**src/rtl/affine_mv_scheduler.sv**
```systemverilog
// Affine MV sub-block scheduler: issues raster coordinates to a 2-cycle datapath and
// buffers results in a 4-deep FWFT FIFO. Optional stall counter under AFFINE_SCHED_PERF_EN.
module affine_mv_scheduler #(
  parameter int WIDTH = 8
) (
  input  logic                    clk,
  input  logic                    rst,
  input  logic                    job_valid,
  output logic                    job_ready,
  input  logic [3:0]              job_S,
  input  logic [1:0]              job_log2n,
  input  logic signed [WIDTH-1:0] job_mv0_h,
  input  logic signed [WIDTH-1:0] job_mv1_h,
  input  logic signed [WIDTH-1:0] job_mv0_v,
  input  logic signed [WIDTH-1:0] job_mv1_v,
  output logic [3:0]              dp_S,
  output logic signed [WIDTH-1:0] dp_x,
  output logic signed [WIDTH-1:0] dp_y,
  output logic signed [WIDTH-1:0] dp_mv0_h,
  output logic signed [WIDTH-1:0] dp_mv1_h,
  output logic signed [WIDTH-1:0] dp_mv0_v,
  output logic signed [WIDTH-1:0] dp_mv1_v,
  input  logic signed [WIDTH-1:0] dp_mv_h,
  input  logic signed [WIDTH-1:0] dp_mv_v,
  output logic                    out_valid,
  input  logic                    out_ready,
  output logic signed [WIDTH-1:0] out_mv_h,
  output logic signed [WIDTH-1:0] out_mv_v,
  output logic [5:0]              out_idx,
  output logic                    out_last,
  output logic                    done
`ifdef AFFINE_SCHED_PERF_EN
  ,
  output logic [15:0]             perf_stall_cnt
`endif
);

  localparam logic [1:0] IDLE  = 2'd0;
  localparam logic [1:0] ISSUE = 2'd1;
  localparam logic [1:0] DRAIN = 2'd2;

  logic [1:0]       state;
  logic [3:0]       s_q;
  logic [1:0]       log2n_q;
  logic [WIDTH-1:0] mv0h_q, mv1h_q, mv0v_q, mv1v_q;
  logic [2:0]       ix, iy, nmax;
  logic [1:0]       vsr;
  logic [5:0]       idx_p0, idx_p1, issue_idx;
  logic             last_p0, last_p1;

  logic [WIDTH-1:0] fifo_h    [4];
  logic [WIDTH-1:0] fifo_v    [4];
  logic [5:0]       fifo_idx  [4];
  logic             fifo_last [4];
  logic [1:0]       wr_ptr, rd_ptr;
  logic [2:0]       fifo_count;

  logic [2:0]       inflight;
  logic             credit_ok, issue, last_issue, push, pop;

  always_comb begin
    case (log2n_q)
      2'd0:    nmax = 3'd0;
      2'd1:    nmax = 3'd1;
      2'd2:    nmax = 3'd3;
      default: nmax = 3'd7;
    endcase
  end

  // Credit covers both buffered results and those still in the datapath pipe.
  assign inflight   = {2'b00, vsr[0]} + {2'b00, vsr[1]};
  assign credit_ok  = ({1'b0, fifo_count} + {1'b0, inflight}) < 4'd4;
  assign issue      = (state == ISSUE) && credit_ok;
  assign last_issue = (ix == nmax) && (iy == nmax);
  assign issue_idx  = ({3'b000, iy} << log2n_q) | {3'b000, ix};
  assign push       = vsr[1];
  assign pop        = out_valid && out_ready;

  assign job_ready  = (state == IDLE);
  assign done       = (state == DRAIN) && (inflight == 3'd0) && (fifo_count == 3'd0);

  assign dp_S     = s_q;
  assign dp_mv0_h = mv0h_q;
  assign dp_mv1_h = mv1h_q;
  assign dp_mv0_v = mv0v_q;
  assign dp_mv1_v = mv1v_q;
  assign dp_x     = {{(WIDTH-5){1'b0}}, ix, 2'b00};
  assign dp_y     = {{(WIDTH-5){1'b0}}, iy, 2'b00};

  assign out_valid = (fifo_count != 3'd0);
  assign out_mv_h  = fifo_h[rd_ptr];
  assign out_mv_v  = fifo_v[rd_ptr];
  assign out_idx   = fifo_idx[rd_ptr];
  assign out_last  = out_valid && fifo_last[rd_ptr];

  always_ff @(posedge clk) begin
    if (rst) begin
      state      <= IDLE;
      s_q        <= '0;
      log2n_q    <= '0;
      mv0h_q     <= '0;
      mv1h_q     <= '0;
      mv0v_q     <= '0;
      mv1v_q     <= '0;
      ix         <= '0;
      iy         <= '0;
      vsr        <= '0;
      idx_p0     <= '0;
      idx_p1     <= '0;
      last_p0    <= 1'b0;
      last_p1    <= 1'b0;
      wr_ptr     <= '0;
      rd_ptr     <= '0;
      fifo_count <= '0;
    end else begin
      case (state)
        IDLE: begin
          if (job_valid) begin
            s_q     <= job_S;
            log2n_q <= job_log2n;
            mv0h_q  <= job_mv0_h;
            mv1h_q  <= job_mv1_h;
            mv0v_q  <= job_mv0_v;
            mv1v_q  <= job_mv1_v;
            ix      <= '0;
            iy      <= '0;
            state   <= ISSUE;
          end
        end
        ISSUE: begin
          if (issue) begin
            if (last_issue) begin
              ix    <= '0;
              iy    <= '0;
              state <= DRAIN;
            end else if (ix == nmax) begin
              ix <= '0;
              iy <= iy + 3'd1;
            end else begin
              ix <= ix + 3'd1;
            end
          end
        end
        DRAIN: begin
          if (done) state <= IDLE;
        end
        default: state <= IDLE;
      endcase

      // idx/last ride alongside the datapath so they meet its result at push time.
      vsr     <= {vsr[0], issue};
      idx_p0  <= issue_idx;
      last_p0 <= last_issue;
      idx_p1  <= idx_p0;
      last_p1 <= last_p0;

      if (push) wr_ptr <= wr_ptr + 2'd1;
      if (pop)  rd_ptr <= rd_ptr + 2'd1;
      if (push && !pop)      fifo_count <= fifo_count + 3'd1;
      else if (pop && !push) fifo_count <= fifo_count - 3'd1;
    end
  end

  always_ff @(posedge clk) begin
    if (push) begin
      fifo_h[wr_ptr]    <= dp_mv_h;
      fifo_v[wr_ptr]    <= dp_mv_v;
      fifo_idx[wr_ptr]  <= idx_p1;
      fifo_last[wr_ptr] <= last_p1;
    end
  end

`ifdef AFFINE_SCHED_PERF_EN
  always_ff @(posedge clk) begin
    if (rst)
      perf_stall_cnt <= '0;
    else if ((state == ISSUE) && !credit_ok && (perf_stall_cnt != 16'hFFFF))
      perf_stall_cnt <= perf_stall_cnt + 16'd1;
  end
`endif

endmodule
```
**config.mk**
```make
export PLATFORM = sky130hd
export DESIGN_NAME = affine_mv_scheduler
export DESIGN_NICKNAME = d
export VERILOG_FILES = /design/src/rtl/affine_mv_scheduler.sv
export SDC_FILE = /design/constraint.sdc
export NUM_CORES = 1
export LEC_CHECK = 0
export BUFFER_PORTS_ARGS = -buffer_cell sky130_fd_sc_hd__clkbuf_2
export CAP_MARGIN = 20
export CELL_PAD_IN_SITES_DETAIL_PLACEMENT = 0
export CELL_PAD_IN_SITES_GLOBAL_PLACEMENT = 2
export CORE_UTILIZATION = 25
export DETAILED_ROUTE_END_ITERATION = 8
export PLACE_DENSITY = 0.67
export SYNTH_ARGS = -nofsm -noshare
export SYNTH_HDL_FRONTEND = slang
export SYNTH_SLANG_ARGS = --single-unit
```
**constraint.sdc**
```tcl
create_clock -name clk -period 2.3 [get_ports clk]
set_input_delay 0.575 -clock clk [delete_from_list [all_inputs] [get_ports clk]]
set_output_delay 0.575 -clock clk [all_outputs]
set_load 0.03 [all_outputs]
```
==> impl_metrics.toml <==
[status]
status = "complete, but fails checks"
violations = "negative setup slack"

[clock_network]
cts_max_level = 4
clock_sinks = 163
postCtsHoldBufs = 0
clockRootBuffer = "clkbuf_16"
cts_tree = "yes"
clk_pin_slew_ns = 0.08
numCtsBuffers = 17
cts_max_path_buffers = 2
clk_latency_ns = 0.43

[floorplan]
initial_core_util_pct = 25.57
die_h_um = 159.9
die_x_um = 159.9
die-area_mm2 = 0.02558
ios = 136
fp.coreArea_mm2 = 0.02439
num_rows = 57

[timing]
rsz0062_at_grt = "yes"
slew_headroom_pct = 63.81
worst_slack_ns = -0.01882
fin_crit_sh_pct = 100.8
fin_crit_ns = 2.319
fmax_mhz = 431.3
hold_slack_ns = 0.3548
tns_ns = -0.02790
clock_skew_ns = 0.01503
finalSetupViolCount = 4
finalHoldViolCount = 0
worstMarginPinSlew_ns = 0.5421
maxSlewViolCount = 0

[grt]
grt_pass1_wl_mm = 21.20
grt_max_degree = 40
antenna_found_initial = 0
grt_overflow = 0
grtUsageTotal_pct = 10.66
grt_pass1_vias = 4133

[worst_setup_path]
critPathSlowestCell = "mux4_2"
setup.worst_path.end_class = "output pin"
path_class = "reg2out"
path_cells = "clkbuf_16 > mux4_2 > buf_8"
cp.required_ns = 1.73
cp_slowest_stage_delay_ns = 0.53
path_max_fanout = 5
start_kind = "flip-flop"
arrival_ns = 1.74

[cells_and_area]
syn_to_final_growth_pct = 30.98
final_cell_area_mm2 = 0.008168
final_nets = 672
multi_input_area_mm2 = 0.001869
regArea_mm2 = 0.004188
fillCellCount = 2429
diodes = 0
layout-drive-gt1-share_pct = 34.09
post-route-util_pct = 33.49

[drt]
vias_per_cell = 4.259
num_vias = 4003
drt-pass1-iter-count = 4
drc = 0
drt_wl_total_mm = 13.23
drtAntennaViolNets = 0
wl_per_cell_um = 14.07
drt_iter0_markers = 185

[synth]
synth_flop_cell = "edfxtp_1"
netlist_area_mm2 = 0.006236
ys_ff_latch = 163
yosysWarnings = 0
async_flop_share_pct = 0
postSynthAreaPerCell_um2 = 13.30
ys_types = 50
netlist_instances = 469
synth_enable_flop_cells = 92
ys_seq_area_share_pct = 67.09

[pwr]
p_total_mw = 8.720
powerDensity_mw_per_mm2 = 1068
leakagePower_nw = 3.099
ir_drop_mv = 0.4489

[placed_design]
place.gp.congestion = 0.7070
placed_cell_area_mm2 = 0.007256
hpwlAfterDp_mm = 8.533
portBuffers = 125

[flow_run]
drv_cap = 0

[worst_hold_path]
hp-class = "in2reg"
==> per-layer routing <==
layer  GRT usage, %  vias up  part of all wire (%)
li1               -     1926                     -
met1          12.43     1919                    43
met2          17.69      141                    48
met3          4.286       17                   7.9
met4          3.680        0                   1.2
met5              0        -                     0
==> final cells by class <==
class / count / share of cell area [%]
sequential: 163 / 51.27
multi-input combinational: 270 / 22.89
timing repair buffer: 142 / 12.81
clock buffer: 17 / 5.208
tap: 324 / 4.963
clock inverter: 15 / 2.451
inverter: 9 / 0.4136
==> layout by cell type, fill, tap and decap left out, drive strengths merged, types with 2 or more instances in the layout <==
| cell type | instances |
|---|---|
| ha | 10 |
| or3 | 2 |
| nor3 | 5 |
| nand2 | 86 |
| a311oi | 2 |
| o21ai | 4 |
| xor2 | 4 |
| clkbuf | 121 |
| a21oi | 50 |
| edfxtp | 92 |
| nor2 | 24 |
| nand4 | 2 |
| and3 | 2 |
| mux2i | 4 |
| clkinv | 5 |
| o211ai | 3 |
| mux4 | 23 |
| dfxtp | 71 |
| buf | 38 |
| and2 | 7 |
| conb | 10 |
| nor2b | 8 |
| nand3b | 4 |
| nand3 | 5 |
| inv | 18 |
==> state kept, by name, indices dropped and copies added (netlist names), 3 cells and up, named ones only <==
signal,flops
fifo_v,32
dp_mv0_v,8
fifo_count,3
fifo_last,4
idx_p0,6
fifo_idx,24
fifo_h,32
dp_mv0_h,8
ix,3
dp_S,4
iy,3
idx_p1,6
dp_mv1_v,8
dp_mv1_h,8
==> report_power, final <==
| group | internal (mW) | switching, mW |
|---|---|---|
| clock | 1.59 | 1.35 |
| combinational | 1.12 | 1.27 |
| sequential | 3.24 | 0.160 |
==> cell usage after synthesis, types with 2 or more instances <==
| cell type | count | area share [%] |
|---|---|---|
| o211ai_1 | 2 | 0.24 |
| o21ai_0 | 3 | 0.24 |
| nor2_1 | 24 | 1.4 |
| mux2i_1 | 4 | 0.64 |
| xor2_1 | 4 | 0.56 |
| a21oi_1 | 50 | 4.0 |
| mux4_2 | 23 | 8.3 |
| ha_1 | 10 | 2.0 |
| clkbuf_1 | 13 | 0.78 |
| buf_2 | 5 | 0.40 |
| nand3_1 | 5 | 0.40 |
| nor3_1 | 4 | 0.32 |
| buf_1 | 4 | 0.24 |
| nor2b_1 | 8 | 0.80 |
| buf_4 | 11 | 1.3 |
| nand3b_1 | 4 | 0.48 |
| edfxtp_1 | 92 | 44 |
| nand2_1 | 86 | 5.2 |
| and2_1 | 6 | 0.60 |
| inv_1 | 9 | 0.54 |
| nand4_1 | 2 | 0.20 |
| dfxtp_1 | 71 | 23 |
| a311oi_1 | 2 | 0.28 |
==> per-stage QoR <==
stage                     worst slack (ns)  cells
after global placement              0.1999    906
after floorplan                     0.1509    478
after CTS                         -0.05845    939
after global routing              -0.08636    940
final                             -0.01882    940
after detailed placement            0.1315    906
==> critical path, delay by kind of cell (launching register included) <==
family	cells	cell delay (ns)
flip-flops	1	0.44
multiplexers	1	0.53
buffers and inverters	2	0.34
==> final timing paths <==
path	end	cells after the start	slack (ns)	from
setup reg to reg	iy[2]	6	0.20	vsr[1]
hold / removal	dp_mv0_v[3]	3	0.35	job_mv0_v[3]
setup / recovery	out_mv_h[0]	3	-0.02	flip-flop
hold reg to reg	idx_p1[4]	1	0.44	idx_p0[4]
==> cells by family (layout without fill, tap and decap cells) <==
group / count (synthesis) / in the layout / share of synthesized area, %
multiplexers: 27 / 27 / 8.949
other: 1 / 10 / 0.06013
buffers and inverters: 45 / 183 / 3.772
adder cells (fa/ha/maj): 11 / 11 / 2.327
AO/OA/AOI/OAI: 65 / 65 / 5.959
flip-flops: 163 / 163 / 67.09
AND/OR/NAND/NOR: 152 / 152 / 11.14
XOR/XNOR: 5 / 5 / 0.7022
==> what timing repair did <==
item,CTS,global route
pin swaps,1,1
setup buffers,0,0
endpoints found under the setup margin,23,28
gates cloned,1,1
gates resized for setup,45,30
No activity file was read; power rests on OpenSTA's default activity.
